[src/rtl/jtag_master_seq.sv]
// JTAG master sequencer: TAP reset and IR/DR scans from Run-Test/Idle back to Run-Test/Idle.
// Define JTAG_MASTER_TDO_CAPTURE_EN to enable TDO capture into TDO_DATA (otherwise TDO_DATA is 0).
//   state    | meaning
//   S_IDLE   | waiting for START, TCK low, target in Run-Test/Idle
//   S_HDR    | TMS header walking RTI -> Shift-IR/DR
//   S_SHIFT  | LEN_M1+1 shift TCKs, TMS=1 on the last
//   S_TRL    | TMS 1,0: Update -> Run-Test/Idle
//   S_FIN    | one-cycle DONE pulse
//   S_RSTSEQ | TMS 1,1,1,1,1,0: Test-Logic-Reset -> Run-Test/Idle
module jtag_master_seq #(
    parameter int TCK_DIV = 2,
    parameter int DW      = 32
) (
    input  logic                  CLK,
    input  logic                  TRST,
    input  logic                  START,
    input  logic [1:0]            CMD,
    input  logic [$clog2(DW)-1:0] LEN_M1,
    input  logic [DW-1:0]         TDI_DATA,
    output logic                  BUSY,
    output logic                  DONE,
    output logic [DW-1:0]         TDO_DATA,
    output logic                  TCK,
    output logic                  TMS,
    output logic                  TDI,
    input  logic                  TDO
);

    localparam int LW = $clog2(DW);
    localparam int CW = (LW > 3) ? LW : 3;

    typedef enum logic [2:0] {
        S_IDLE,
        S_HDR,
        S_SHIFT,
        S_TRL,
        S_FIN,
        S_RSTSEQ
    } state_t;

    state_t          state_q, state_d;
    logic [7:0]      div_q, div_d;
    logic [CW-1:0]   cnt_q, cnt_d;
    logic            tck_q, tck_d;
    logic            tms_q, tms_d;
    logic            tdi_q, tdi_d;
    logic            ir_q, ir_d;
    logic [LW-1:0]   len_q, len_d;
    logic [DW-1:0]   data_q, data_d;
    logic            load;

`ifdef JTAG_MASTER_TDO_CAPTURE_EN
    logic [DW-1:0]   cap_q, cap_d;
    logic [DW-1:0]   tdo_q, tdo_d;
`else
    logic            unused_tdo;
    assign unused_tdo = TDO;
`endif

    // TMS level for TCK number c of the given phase
    function automatic logic tms_of(input state_t st, input logic [CW-1:0] c,
                                    input logic ir, input logic [LW-1:0] len);
        case (st)
            S_RSTSEQ: tms_of = (c < CW'(5));
            S_HDR:    tms_of = ir ? (c < CW'(2)) : (c == '0);
            S_SHIFT:  tms_of = (c == CW'(len));
            S_TRL:    tms_of = (c == '0);
            default:  tms_of = 1'b0;
        endcase
    endfunction

    always_comb begin
        state_d = state_q;
        div_d   = div_q;
        cnt_d   = cnt_q;
        tck_d   = tck_q;
        tms_d   = tms_q;
        tdi_d   = tdi_q;
        ir_d    = ir_q;
        len_d   = len_q;
        data_d  = data_q;
        load    = 1'b0;
`ifdef JTAG_MASTER_TDO_CAPTURE_EN
        cap_d   = cap_q;
        tdo_d   = tdo_q;
`endif
        case (state_q)
            S_IDLE: begin
                if (START) begin
                    ir_d   = (CMD == 2'b01);
                    len_d  = LEN_M1;
                    data_d = TDI_DATA;
                    cnt_d  = '0;
                    div_d  = '0;
                    load   = 1'b1;
`ifdef JTAG_MASTER_TDO_CAPTURE_EN
                    cap_d  = '0;
`endif
                    case (CMD)
                        2'b00:        state_d = S_RSTSEQ;
                        2'b01, 2'b10: state_d = S_HDR;
                        default:      state_d = S_FIN;
                    endcase
                end
            end
            S_FIN: state_d = S_IDLE;
            default: begin
                if (div_q != 8'(TCK_DIV - 1)) begin
                    div_d = div_q + 8'd1;
                end else begin
                    div_d = '0;
                    tck_d = ~tck_q;
                    if (!tck_q) begin
`ifdef JTAG_MASTER_TDO_CAPTURE_EN
                        if (state_q == S_SHIFT)
                            cap_d = cap_q | (DW'(TDO) << cnt_q);
`endif
                    end else begin
                        // falling TCK: move to the next TMS/TDI slot
                        load  = 1'b1;
                        cnt_d = cnt_q + CW'(1);
                        case (state_q)
                            S_RSTSEQ: if (cnt_q == CW'(5)) begin
                                state_d = S_FIN;
                                cnt_d   = '0;
                            end
                            S_HDR: if (cnt_q == (ir_q ? CW'(3) : CW'(2))) begin
                                state_d = S_SHIFT;
                                cnt_d   = '0;
                            end
                            S_SHIFT: if (cnt_q == CW'(len_q)) begin
                                state_d = S_TRL;
                                cnt_d   = '0;
                            end
                            S_TRL: if (cnt_q == CW'(1)) begin
                                state_d = S_FIN;
                                cnt_d   = '0;
`ifdef JTAG_MASTER_TDO_CAPTURE_EN
                                tdo_d   = cap_q;
`endif
                            end
                            default: ;
                        endcase
                    end
                end
            end
        endcase
        if (load) begin
            tms_d = tms_of(state_d, cnt_d, ir_d, len_d);
            tdi_d = (state_d == S_SHIFT) & (|(data_d & (DW'(1'b1) << cnt_d)));
        end
    end

    always_ff @(posedge CLK or posedge TRST) begin
        if (TRST) begin
            state_q <= S_RSTSEQ;
            div_q   <= '0;
            cnt_q   <= '0;
            tck_q   <= 1'b0;
            tms_q   <= 1'b1;
            tdi_q   <= 1'b0;
            ir_q    <= 1'b0;
            len_q   <= '0;
            data_q  <= '0;
        end else begin
            state_q <= state_d;
            div_q   <= div_d;
            cnt_q   <= cnt_d;
            tck_q   <= tck_d;
            tms_q   <= tms_d;
            tdi_q   <= tdi_d;
            ir_q    <= ir_d;
            len_q   <= len_d;
            data_q  <= data_d;
        end
    end

`ifdef JTAG_MASTER_TDO_CAPTURE_EN
    always_ff @(posedge CLK or posedge TRST) begin
        if (TRST) begin
            cap_q <= '0;
            tdo_q <= '0;
        end else begin
            cap_q <= cap_d;
            tdo_q <= tdo_d;
        end
    end
    assign TDO_DATA = tdo_q;
`else
    assign TDO_DATA = '0;
`endif

    assign TCK  = tck_q;
    assign TMS  = tms_q;
    assign TDI  = tdi_q;
    assign BUSY = (state_q != S_IDLE);
    assign DONE = (state_q == S_FIN);

endmodule

[config.mk]
export PLATFORM = sky130hd
export DESIGN_NAME = jtag_master_seq
export DESIGN_NICKNAME = d
export VERILOG_FILES = /design/src/rtl/jtag_master_seq.sv
export SDC_FILE = /design/constraint.sdc
export NUM_CORES = 1
export LEC_CHECK = 0
export ABC_CLOCK_PERIOD_IN_PS = 2800
export CORE_ASPECT_RATIO = 1.75
export CORE_MARGIN = 1
export CORE_UTILIZATION = 46
export CTS_CLUSTER_DIAMETER = 40
export DETAILED_ROUTE_END_ITERATION = 10
export GPL_TIMING_DRIVEN = 0
export HOLD_SLACK_MARGIN = 0.05
export PLACE_DENSITY = 0.88
export SKIP_LAST_GASP = 1
export SLEW_MARGIN = 0
export SYNTH_ARGS = -nofsm -noshare
export SYNTH_HDL_FRONTEND = slang
export SYNTH_SLANG_ARGS = --single-unit
[constraint.sdc]
create_clock -name CLK -period 2.8 [get_ports CLK]
set_input_delay 0.56 -clock CLK [delete_from_list [all_inputs] [get_ports CLK]]
set_output_delay 0.56 -clock CLK [all_outputs]
set_load 0.01 [all_outputs]
==> results of run 1 <==
[sequential cells by signal (all words and copies together), names as in the netlist, 3 cells and up]
name,flops
cnt_q,5
state_q,3
div_q,8
len_q,5
data_q,32
[cells in the mapped netlist, drive strengths merged, types with 6 or more instances]
cell / n
nor2: 16
ha: 6
buf: 43
o21ai: 17
nand2: 129
nor3: 7
clkbuf: 11
inv: 10
xor2: 7
a21oi: 10
xnor2: 6
nand3: 16
dfrtp: 54
[critical path, cell delays in order, from the launching register on]
cell	delay (ns)
sky130_fd_sc_hd__dfrtp_1	0.36
sky130_fd_sc_hd__buf_6	0.13
sky130_fd_sc_hd__buf_4	0.13
sky130_fd_sc_hd__buf_4	0.14
sky130_fd_sc_hd__xor2_1	0.18
sky130_fd_sc_hd__nor3_1	0.11
sky130_fd_sc_hd__a211oi_2	0.37
sky130_fd_sc_hd__o211ai_1	0.21
sky130_fd_sc_hd__and2_1	0.19
sky130_fd_sc_hd__buf_6	0.13
sky130_fd_sc_hd__buf_4	0.13
sky130_fd_sc_hd__or3_1	0.36
sky130_fd_sc_hd__a211oi_1	0.36
sky130_fd_sc_hd__o41ai_1	0.12
sky130_fd_sc_hd__a32oi_1	0.16
[report_power, final]
group,total [W],switching [W],internal (W),leakage (nW)
combinational,0.00221,0.00129,0.000917,1.43
clock,0.00110,0.000375,0.000728,0.148
sequential,0.00138,0.000204,0.00118,0.709
[routing by layer]
layer	track usage (%)	vias up
li1	-	1560
met1	28.3	1564
met2	42.6	185
met3	6.52	63
met4	18.5	0
met5	0	-
[per-stage QoR]
step | setup TNS [ns] | setup slack (ns) | area (µm²) | std cells
global placement | -5.07 | -0.412 | 4210 | 582
CTS | -0.395 | -0.294 | 4640 | 605
floorplan | -0.103 | -0.103 | 3640 | 450
detailed placement | -0.813 | -0.468 | 4230 | 583
global route | -0.959 | -0.512 | 4720 | 611
finish | -0.749 | -0.395 | 4720 | 611
[logic make-up after synthesis]
kind of cell               Yosys count
and+or+nand+nor                    211
xor gates and xnor gates            13
AOI/OAI and AO/OA                   62
adders and majority gates            6
buffers and inverters               64
other                                1
muxes                                5
DFF                                 57
[worst max path at each step]
stage	cells past startpoint	startpoint	end
4_1_cts	12	state_q[1]$_DFF_PP0_	TDI$_DFFE_PP0P_
5_1_grt	12	cnt_q[2]$_DFF_PP0_	TDI$_DFFE_PP0P_
3_3_place_gp	12	cnt_q[0]$_DFF_PP0_	TDI$_DFFE_PP0P_
2_1_floorplan	12	cnt_q[3]$_DFF_PP0_	TDI$_DFFE_PP0P_
3_5_place_dp	12	START	TDI$_DFFE_PP0P_
6_report	14	cnt_q[2]$_DFF_PP0_	TDI$_DFFE_PP0P_
[area by class of cell]
class | instances | area, µm²
inverters | 10 | 45.0
clock buffers | 12 | 256
flip-flops and latches | 57 | 1430
multi-input cells | 329 | 1880
repair buffers | 61 | 586
well taps | 86 | 108
plain buffers | 53 | 373
clock inverters | 3 | 40.0
fillers | 567 | 2560
[timing repair]
item                                    CTS  global route
endpoints found under the setup margin    2             2
gates resized for setup                  17            13
gates cloned                              0             0
buffers inserted                          7             7
pin swaps                                11            10
==> parameters.txt, run 1 <==
Parameter                              Value

Timing
  Number of hold violations in the final report    0
  Final number of setup-violating endpoints    2
  Worst slew margin relative to its limit    a little under two thirds
  Worst-margin pin slew    about 0.55 ns
  Largest clock skew in the final design    0.00890 ns
  Count of final max-slew check failures    0
  Final Worst Setup Slack    -0.395 ns
  Final period utilization    114%
  Worst hold slack after final layout    approximately 0.47 ns
  Min Clock Period, post-route    about 3.2 ns
  Setup repair after global routing missed its margin    true
  Peak Freq    between 300 and 400 MHz

GRT
  Pin count of the biggest net entering global routing    46
  Global-route wire length before repair    15,700 µm
  Initial antenna violation count    0
  Via count of the first global-routing pass    about 3,300
  Total routing resource utilization after global routing    26.3%
  Overflow after GRT    0

Yosys
  Cells taking the most area after synthesis    sky130_fd_sc_hd__dfrtp_1 (39%), sky130_fd_sc_hd__nand2_1 (14%), sky130_fd_sc_hd__buf_4 (6.9%), sky130_fd_sc_hd__nand3_1 (2.3%), sky130_fd_sc_hd__o21ai_0 (2.3%)
  Portion of synthesized cell area occupied by the leading cell type    38.6%
  Fraction of the mapped netlist area in compound gates    12.7%
  Post-synthesis xor/xnor area fraction    3.25%
  Adder-cell share of the synthesized area    approximately 2.1%
  Synth Warn #    0
  Leading area contributor after synthesis    sky130_fd_sc_hd__dfrtp_1
  Multiplexer share of the synthesized area    about 1.4%
  Main combinational cell family by area after synthesis    simple AND/OR/NAND/NOR gates
  Simple-Gate Fraction of Synth Area    about 28%
  Number of distinct library cell variants in the gate-level netlist after synthesis    61
  Post-synth EDFFs    0
  Synth Flop Type    sky130_fd_sc_hd__dfrtp_1
  Sequential share of the synthesized area    between 40 and 50%
  Synthesized area    roughly 3500 µm²
  Synthesized area per cell    8.35 µm²
  Post-synthesis sequential element count    57
  Mapped Cells    419
  Post-synth ARST share    100%

Min path
  Kind of path behind the tightest hold check    reg2reg
  Source of the worst hold timing path    data_q[7]$_DFF_PP0_
  Hold Crit Depth    2
  Worst hold path endpoint    data_q[7]$_DFF_PP0_

Power and ir drop
  Design Power    0.00469 W
  Worst voltage drop across the vdd grid    0.460 mV
  Total power per unit cell area    994 nW/µm²
  Static leakage power    2.29 nW

Drt
  DRC viols    0
  Highest metal layer with signal wires    met4
  Number of detailed-route iterations in the first pass    5
  Wirelength, routed    9800 µm
  DRT antenna net count    0
  Drt first-iter violations    303
  Total number of vias    between 3,000 and 4,000
  Average wire per cell in the routed design    16.0 µm
  Wire length on met2    5210 µm
  Post-DR vias/cell    5.52
  Met1 Routed Length    3400 µm
  Met3 wirelength from detailed routing    585 µm

Run
  Reported max-cap violation count    0

Setup path
  Type of the worst setup path    reg2reg
  Critical register-to-register path startpoint    cnt_q[2]$_DFF_PP0_
  Worst-case reg-to-reg path depth    14
  Data required time of the critical path    just over 3 ns
  Critical path peak fanout    7
  Worst Path Arrival    3.44 ns
  CP endpoint kind    flip-flop
  Setup slack of the worst register-to-register path    -0.40 ns
  Crit start category    flip-flop
  Worst reg2reg endpoint    TDI$_DFFE_PP0P_

Final layout
  Leading cell types in the layout, fill and taps excluded    sky130_fd_sc_hd__nand2_1 (129), sky130_fd_sc_hd__dfrtp_1 (52), sky130_fd_sc_hd__buf_4 (47), sky130_fd_sc_hd__clkdlybuf4s50_1 (46), sky130_fd_sc_hd__conb_1 (32)
  Number of antenna repair diodes    0
  Post-synthesis to final-layout area growth    35.0%
  Finished Core Util    approximately 65%
  Share of cells above drive strength 1    roughly a fifth
  Most common cell after layout, fill and taps aside    sky130_fd_sc_hd__nand2_1
  Total Nets Final    570

CTS
  Clock Tree Root    sky130_fd_sc_hd__clkbuf_16
  Number of clock buffers inserted by TritonCTS    9
  Number of clock sinks    57
  Cts hold-fix bufs    0
  Clock tree from TritonCTS    built
  Clock buffer depth    2
  Insertion delay of the later-clocked pin in the worst-skew pair    0.34 ns
  Clock transition time at the flip-flop clock pins of the worst setup and hold paths    0.05 ns
  H-tree depth reported by CTS    3

Place
  IO buf count    46
  Half-perimeter wire length after detailed placement    6720 µm
  Placer Congestion    0.887

Die
  Count of pins on the block boundary    80
  Initial standard-cell utilization of the core    48.0%
  Die extent in y    117 µm
  Die ar.    7970 µm²
  Area of the core    between 7000 and 8000 µm²
  Floorplan die width    a little under 70 µm
  Number of rows in the core area    41

Outcome
  Outcome    finished with violations
  Violated checks    setup timing
Power figures use the tool's default switching activity.
==> run 2: changes to the inputs <==
--- a/config.mk
+++ b/config.mk
@@ -5,7 +5,6 @@
 export SDC_FILE = /design/constraint.sdc
 export NUM_CORES = 1
 export LEC_CHECK = 0
-export ABC_CLOCK_PERIOD_IN_PS = 2800
 export CORE_ASPECT_RATIO = 1.75
 export CORE_MARGIN = 1
 export CORE_UTILIZATION = 46
==> results of run 2 <==
No change in the layout: final DEF, timing and power equal those of run 1.
==> run 3: changes to the inputs <==
--- a/config.mk
+++ b/config.mk
@@ -5,10 +5,12 @@
 export SDC_FILE = /design/constraint.sdc
 export NUM_CORES = 1
 export LEC_CHECK = 0
+export ABC_AREA = 0
 export CORE_ASPECT_RATIO = 1.75
 export CORE_MARGIN = 1
 export CORE_UTILIZATION = 46
 export CTS_CLUSTER_DIAMETER = 40
+export CTS_CLUSTER_SIZE = 30
 export DETAILED_ROUTE_END_ITERATION = 10
 export GPL_TIMING_DRIVEN = 0
 export HOLD_SLACK_MARGIN = 0.05
==> results of run 3 <==
No change in the layout: final DEF, timing and power equal those of run 1.
